<file path="config.mk">
export PLATFORM = sky130hd
export DESIGN_NAME = cdc_sync_bank
export DESIGN_NICKNAME = d
export VERILOG_FILES = /design/src/rtl/cdc_sync_bank.sv
export SDC_FILE = /design/constraint.sdc
export NUM_CORES = 1
export LEC_CHECK = 0
export BUFFER_PORTS_ARGS = -buffer_cell sky130_fd_sc_hd__buf_2
export CAP_MARGIN = 20
export CORE_UTILIZATION = 40
export DETAILED_ROUTE_END_ITERATION = 10
export GPL_TIMING_DRIVEN = 0
export PLACE_DENSITY = 0.65
export SLEW_MARGIN = 20
export SYNTH_ARGS = -nofsm -noshare
export SYNTH_HDL_FRONTEND = slang
export SYNTH_SLANG_ARGS = --single-unit
</file>
<file path="constraint.sdc">
create_clock -name sysClk_i -period 1.2 [get_ports sysClk_i]
set_input_delay 0.06 -clock sysClk_i [delete_from_list [all_inputs] [get_ports sysClk_i]]
set_output_delay 0.06 -clock sysClk_i [all_outputs]
set_load 0.01 [all_outputs]
</file>
<file path="src/rtl/cdc_sync_bank.sv">
// Multi-channel synchroniser into the sysClk_i domain: flop chain, stability
// filter, single-cycle edge pulses and a sticky, clearable event flag per channel.
module cdc_sync_bank #(
   parameter int WIDTH  = 4,
   parameter int STAGES = 2,
   parameter int FILTER = 1
) (
   input  logic             sysClk_i,
   input  logic             reset_i,
   input  logic [WIDTH-1:0] async_i,
   input  logic [WIDTH-1:0] clear_i,
   output logic [WIDTH-1:0] sync_o,
   output logic [WIDTH-1:0] rising_o,
   output logic [WIDTH-1:0] falling_o,
   output logic [WIDTH-1:0] event_o
);

   localparam int            CW       = $clog2(FILTER + 1);
   localparam logic [CW-1:0] CNT_LAST = CW'(FILTER - 1);

   genvar gi;
   generate
      for (gi = 0; gi < WIDTH; gi++) begin : g_ch
         logic [STAGES-1:0] chain_reg;
         logic              raw;
         logic              filt_reg, filt_next;
         logic [CW-1:0]     cnt_reg, cnt_next;
         logic              prev_reg;
         logic              ev_reg;
         logic              rise, fall;

         always_ff @(posedge sysClk_i or posedge reset_i) begin
            if (reset_i) begin
               chain_reg <= '0;
            end else begin
               chain_reg <= {chain_reg[STAGES-2:0], async_i[gi]};
            end
         end

         assign raw = chain_reg[STAGES-1];

         // A new level is accepted only after FILTER consecutive differing
         // cycles; any return to the current level restarts the count.
         always_comb begin
            filt_next = filt_reg;
            cnt_next  = cnt_reg;
            if (raw == filt_reg) begin
               cnt_next = '0;
            end else if (cnt_reg == CNT_LAST) begin
               filt_next = raw;
               cnt_next  = '0;
            end else begin
               cnt_next = cnt_reg + 1'b1;
            end
         end

         assign rise = filt_reg & ~prev_reg;
         assign fall = ~filt_reg & prev_reg;

         always_ff @(posedge sysClk_i or posedge reset_i) begin
            if (reset_i) begin
               filt_reg <= 1'b0;
               cnt_reg  <= '0;
               prev_reg <= 1'b0;
               ev_reg   <= 1'b0;
            end else begin
               filt_reg <= filt_next;
               cnt_reg  <= cnt_next;
               prev_reg <= filt_reg;
               // Set has priority over clear so no edge is ever lost.
               ev_reg   <= (ev_reg & ~clear_i[gi]) | rise | fall;
            end
         end

         assign sync_o[gi]    = filt_reg;
         assign rising_o[gi]  = rise;
         assign falling_o[gi] = fall;
         assign event_o[gi]   = ev_reg;
      end
   endgenerate

endmodule

</file>
Word level (Yosys, flattened, before mapping)
Cells that the tools add are included.
{ "classes": {"n_mux": 8, "n_reduce_logical": 4, "bitwise_logic": 40, "addsub": 4, "eq_ne": 4} }
{ "op_table": {"columns": ["operator", "n"], "rows": [
  ["$not A1 Y1", 20],
  ["$and A1 B1 Y1", 12],
  ["$mux W1", 8],
  ["$or A1 B1 Y1", 8],
  ["$reduce_and A2 Y1", 4],
  ["$add A1 B1 Y1 const B", 4],
  ["$eq A1 B1 Y1", 4]
]} }
{ "word_totals": {"regBits": 24, "wordCells": 80, "out_inout_bits": 16} }

Logic depth before layout (Yosys ltp)
Gate-level depths: netlist of the first run.
{ "depth": {"word_depth": 4, "depth_mapped": 2, "mapped_depth_nobuf": 2} }

Worst setup path before layout of the first run
Ideal clock, no wire load.
{ "synth_timing": {"path_kind": "register to register", "start": "register g_ch[0].filt_reg", "end": "register g_ch[0].ev_reg", "setup_time_ns": 0.124, "n_path_buf": 0, "slack_ns": 0.291, "arrival_time_ns": 0.785, "path_stages_with_launch": 3, "path_cell_list": "dfrtp_1 nor2b_4 a211o_1"} }
{ "synth_between": {"elab_chain_cells": 3, "elab_cells_between_ends": 5} }
{ "synth_rtl": {"columns": ["element", "line", "text"], "rows": [
  ["start: declaration", "26", "logic filt_reg, filt_next;"],
  ["start signal: assignment", "67", "filt_reg <= filt_next;"],
  ["$and A1 B1 Y1", "57", "assign rise = filt_reg & ~prev_reg;"],
  ["named net g_ch[0].rise", "30", "logic rise, fall;"],
  ["$or A1 B1 Y1 (2 in series)", "71", "ev_reg <= (ev_reg & ~clear_i[gi]) | rise | fall;"],
  ["end signal: assignment", "71", null],
  ["end: declaration", "29", "logic ev_reg;"]
]} }
The timed path passes the listed nets, and every way through them passes these cells.
A chain may end at the register's enable or synchronous reset.

Final worst setup path of the first run
{ "layout_timing": {"start": "register g_ch[2].filt_reg", "end": "output rising_o[2]"} }
{ "layout_between": {"elab_chain_cells": 1} }
{ "layout_rtl": {"columns": ["element", "line", "text"], "rows": [
  ["start: declaration", "26", null],
  ["start signal: assignment", "67", null],
  ["$and A1 B1 Y1", "57", null],
  ["end: declaration", "13", "output logic [WIDTH-1:0] rising_o,"]
]} }
Every way passes these cells.

==> results of run 1 <==
repair_timing:
item | in CTS | in global routing
hold endpoints to repair | 24 | 0
resized for setup | 1 | 8
setup endpoints to repair | 1 | 7
setup buffers | 1 | 3
hold buffers | 5 | 0
metrics by stage:
step / worst slack [ns] / instance area [µm²] / power [mW] / cells
floorplan: 0.291 / 800 / 0.870 / 57
global placement: 0.261 / 956 / 0.920 / 107
detailed placement: 0.236 / 956 / 0.926 / 107
CTS: 0.00485 / 1040 / 1.23 / 116
global route: -0.00472 / 1070 / 1.30 / 116
finish: 0.0621 / 1070 / 1.22 / 116
critical path, stage by stage, from the launching register on:
cell,delay (ns)
dfrtp_2,0.45
nor2b_4,0.14
buf_6,0.11
buf_6,0.11
final timing paths:
kind,start,end,slack (ns)
max,g_ch[2].filt_reg$_DFFE_PP0P_,rising_o[2],0.06
min,clear_i[1],g_ch[1].ev_reg$_DFF_PP0_,0.05
max reg2reg,g_ch[0].filt_reg$_DFFE_PP0P_,g_ch[0].ev_reg$_DFF_PP0_,0.11
min reg2reg,g_ch[1].chain_reg[0]$_DFF_PP0_,g_ch[1].chain_reg[1]$_DFF_PP0_,0.36
max in group asynchronous,reset_i,g_ch[3].filt_reg$_DFFE_PP0P_,0.28
min in group asynchronous,reset_i,g_ch[1].chain_reg[0]$_DFF_PP0_,0.44
cells in the mapped netlist:
master and instances:
dfrtp_1 20, buf_4 16, nor2b_4 8, inv_1 5, a211o_1 4, clkbuf_1 4
cells by family (layout without fill, tap and decap cells):
family          after synthesis  in the layout
compound gates                4              4
buf+inv                      25             59
flops                        20             20
simple gates                  8              8
power groups by stage:
stage	combinational (mW)	sequential, mW	clock, mW
6_report	0.199	0.740	0.280
5_1_grt	0.220	0.745	0.331
4_1_cts	0.188	0.741	0.302
3_5_place_dp	0.171	0.755	0
3_3_place_gp	0.168	0.752	0
2_1_floorplan	0.120	0.750	0
layout make-up:
type,instances,area share (%)
Buffer,17,10.8
Clock buffer,3,2.10
Multi-Input combinational cell,12,13.5
Tap cell,25,2.91
Timing Repair Buffer,34,22.0
Sequential cell,20,46.9
Inverter,5,1.75
routing by layer:
layer  up-vias  share of wire (%)  wire, µm  global-route usage, %
li1        224                  -         -                      -
met1       212                 40       413                   11.7
met2        18                 54       553                   15.8
met3         2                5.0        52                   4.71
met4         0                1.1        11                   8.57
met5         -                  0         0                      0
==> impl_metrics.tcl, run 1 <==
set metrics [dict create \
    root_buffer "clkbuf_4" \
    skew_ns 0.00175 \
    synth_warnings 0 \
    fp-row-count 15 \
    setup_viol 0 \
    clk_latency_ns 0.28 \
    area_delta_synth_final_pct 34.4 \
    vdd_drop_max_v 0.000770 \
    cp-end-kind "output port" \
    initial_core_util_pct 44.4 \
    worstPathMaxFanout 4 \
    p_seq_share_pct 60.7 \
    slew_viol_final 0 \
    holdWs_ns 0.0538 \
    period_share_pct 94.8 \
    clkPwrFrac_pct 23.0 \
    htree_levels 1 \
    io_buffers 25 \
    dr.first_iter.drc_count 3 \
    ant_nets 0 \
    antenna_found_initial 0 \
    hold_path_class "in2reg" \
    synth_compound_area_share_pct 4.38 \
    post-route-util_pct 59.7 \
    dr.pass1.iters 2 \
    relSlewSlack_pct 53.2 \
    regArea_um2 504 \
    combPwrFrac_pct 16.3 \
    dieArea_um2 2180 \
    grt.total_usage_pct 10.6 \
    fin_nets 103 \
    synth-xor-area-share_pct 0 \
    synth_area_leaders "dfrtp_1 (63%), buf_4 (15%), nor2b_4 (14%), a211o_1 (4.4%), inv_1 (2.3%)" \
    cts_buffers 3 \
    required_ns 1.14 \
    outcome "completed" \
    yosys_register_bits 20 \
    globalplace.congestion 0.625 \
    num_vias 456 \
    r2r_cells 3 \
    multi_input_area_um2 145 \
    routed_wl_mm 1.03 \
    synth_cell_types 6 \
    grt_pass1_wl_mm 1.48 \
    yosys.area_share.adder_pct 0 \
    synth_top_family_by_area "buffers and inverters" \
    die_w_um 46.7 \
    coreArea_um2 1800 \
    pin_count 26 \
    grt_max_degree 21 \
    critPathKind "reg2out" \
    p_int_uw 960 \
    grt_overflow 0 \
    startpoint_type "register" \
    rsz0062_at_grt "true" \
    worstMarginPinSlew_ns 0.702 \
    largest_reg_flops 8 \
    cts_sinks 20 \
    place_hpwl_um 671 \
    p_sw_share_pct 21.3 \
    drc 0 \
    synth_nets 67 \
    switchingPower_uw 260 \
    layout-drive-gt1-share_pct 61.5 \
    max_freq_mhz 879 \
    nFillCells 164 \
    wl_per_cell_um 8.89 \
    via_per_inst 3.93 \
    muxShareOfSynthArea_pct 0 \
    p_leak_nw 0.568 \
    synth_simple_gate_area_share_pct 13.8 \
    synth_top_cell_area_share_pct 62.6 \
    finalHoldViolCount 0 \
    diodes 0 \
    drv_cap 0 \
    synth_top_area_cell "dfrtp_1" \
    dieHeight_um 46.7 \
    final_cell_mix "buf_2 (20), dfrtp_1 (17), buf_4 (16)" \
    avgSynthCellArea_um2 14.0 \
    timing.setup.tns_ns 0 \
    grt_pass1_vias 391 \
    synth_seq_area_share_pct 62.6 \
    mappedNetlistArea_um2 800 \
    clkSlewWorstSetupHoldPaths_ns 0.09 \
    power.density_nw_per_um2 1130 \
    min_period_ns 1.14 \
    whs_path_depth 3 \
    arrival_ns 1.08 \
    layout.cells.most_common "buf_2" \
    clk_path_buf_depth 2 \
    cts_tree "built" \
    syn_inst 57 \
]
No activity file was read; power rests on OpenSTA's default activity.
==> inputs of run 2 (changes only) <==
- CORE_MARGIN: not set -> 2
- PLACE_DENSITY: 0.65 -> not set
- PLACE_DENSITY_LB_ADDON: not set -> 0.3
==> run 2 against run 1 <==
  * Die area is 8.7% higher
  * Combinational power hardly changed
  * Clock power is 2% higher
  * Clock-buffer cell count stayed put
  * Largest cell class unchanged
==> impl_metrics.tcl, run 2 (same netlist as run 1, synthesis figures left out) <==
set metrics [dict create \
    worstMarginPinSlew_ns 0.695 \
    cp-end-kind "output port" \
    startpoint_type "register" \
    critPathKind "reg2out" \
    final_area_um2 1080 \
    period_share_pct 95.5 \
    power.density_nw_per_um2 1140 \
    nFillCells 170 \
    io_buffers 25 \
    drv_cap 0 \
    root_buffer "clkbuf_4" \
    finalHoldViolCount 0 \
    grt_pass1_wl_mm 1.55 \
    wl_per_cell_um 8.36 \
    clkSlewWorstSetupHoldPaths_ns 0.09 \
    clk_path_buf_depth 2 \
    p_leak_nw 0.568 \
    ant_nets 0 \
    initial_core_util_pct 41.6 \
    regArea_um2 504 \
    hold_path_class "in2reg" \
    diodes 0 \
    layout.cells.most_common "buf_2" \
    coreArea_um2 1920 \
    globalplace.congestion 0.585 \
    fp-row-count 16 \
    die_w_um 48.7 \
    drc 0 \
    multi_input_area_um2 145 \
    cts_tree "built" \
    max_freq_mhz 872 \
    final_cell_mix "buf_2 (20), dfrtp_1 (17), buf_4 (16)" \
    required_ns 1.14 \
    dr.pass1.iters 2 \
    place_area_um2 958 \
    clk_latency_ns 0.28 \
    relSlewSlack_pct 53.6 \
    dieArea_um2 2370 \
    worstPathMaxFanout 2 \
    pin_count 26 \
    dr.first_iter.drc_count 2 \
    timing.setup.tns_ns 0 \
    skew_ns 0.00159 \
    arrival_ns 1.09 \
    htree_levels 1 \
    grt.total_usage_pct 8.97 \
    slew_viol_final 0 \
    grt_pass1_vias 378 \
    cts_buffers 3 \
    area_delta_synth_final_pct 34.7 \
    num_vias 459 \
    grt_overflow 0 \
    place_hpwl_um 675 \
    vdd_drop_max_v 0.00104 \
    routed_wl_um 986 \
    largest_reg_flops 8 \
    layout-drive-gt1-share_pct 61.5 \
    min_period_ns 1.15 \
    fin_nets 103 \
    dieHeight_um 48.7 \
    outcome "completed" \
    grt_max_degree 21 \
    via_per_inst 3.89 \
    cts_sinks 20 \
    antenna_found_initial 0 \
    setup_viol 0 \
]
## run 2: cell counts in the layout (fill, tap and decap cells not counted)
Identical to the previous run, type by type.
## run 2: path summary, 6_finish.rpt
kind                                                startpoint                              to  slack (ns)  depth (start not counted)
worst max-delay path                g_ch[0].prev_reg$_DFF_PP0_                    falling_o[0]        0.05                          3
max in group asynchronous                              reset_i    g_ch[1].filt_reg$_DFFE_PP0P_        0.31                          3
min in group asynchronous                              reset_i  g_ch[0].chain_reg[0]$_DFF_PP0_        0.41                          3
worst max register to register    g_ch[2].filt_reg$_DFFE_PP0P_        g_ch[2].ev_reg$_DFF_PP0_        0.13                          3
worst min-delay path                                clear_i[2]        g_ch[2].ev_reg$_DFF_PP0_        0.05                          3
worst min register to register  g_ch[2].chain_reg[0]$_DFF_PP0_  g_ch[2].chain_reg[1]$_DFF_PP0_        0.35                          0
## run 2: metal layers
layer  vias to the layer above  track usage, %  wire, µm
met2                        19            13.5       505
met1                       212            9.98       382
li1                        226               -         -
met4                         0            4.29        15
met3                         2            5.56        83
met5                         -               0         0
## run 2: cell type report
cell class              count  share of cell area [%]
plain buffers              17                    10.8
clock buffers               3                    2.09
inverters                   5                    1.74
multi-input cells          12                    13.5
flip-flops and latches     20                    46.8
well taps                  27                    3.14
repair buffers             34                    22.0
## run 2: timing repair
action | 4_1_cts | 5_1_grt
gates resized for setup | 1 | 8
setup endpoints to repair | 1 | 7
buffers inserted | 0 | 4
endpoints found under the hold margin | 24 | 0
hold buffers | 5 | 0
## run 2: worst max-delay path, stage by stage, from the launching register on
cell	delay, ns
dfrtp_1	0.42
nor2b_4	0.14
buf_4	0.12
buf_2	0.13
## run 2: power breakdown
group	switching [mW]	internal [mW]	leakage, nW	total (mW)
clock	0.169	0.117	0.0138	0.285
combinational	0.0693	0.129	0.327	0.198
sequential	0.0255	0.715	0.228	0.740
total	0.264	0.960	0.568	1.22
## run 2: per-stage QoR
stage                     util, %  hold slack, ns  power, mW  worst slack, ns  instances
final                        56.1          0.0469       1.22           0.0537        118
after global placement       49.9           0.168      0.921            0.261        109
after floorplan                 -          0.0238      0.870            0.291         57
after global routing         56.1          0.0340       1.30         -0.00753        118
after CTS                    54.0          0.0379       1.23          0.00127        117
after detailed placement     49.9           0.169      0.926            0.249        109
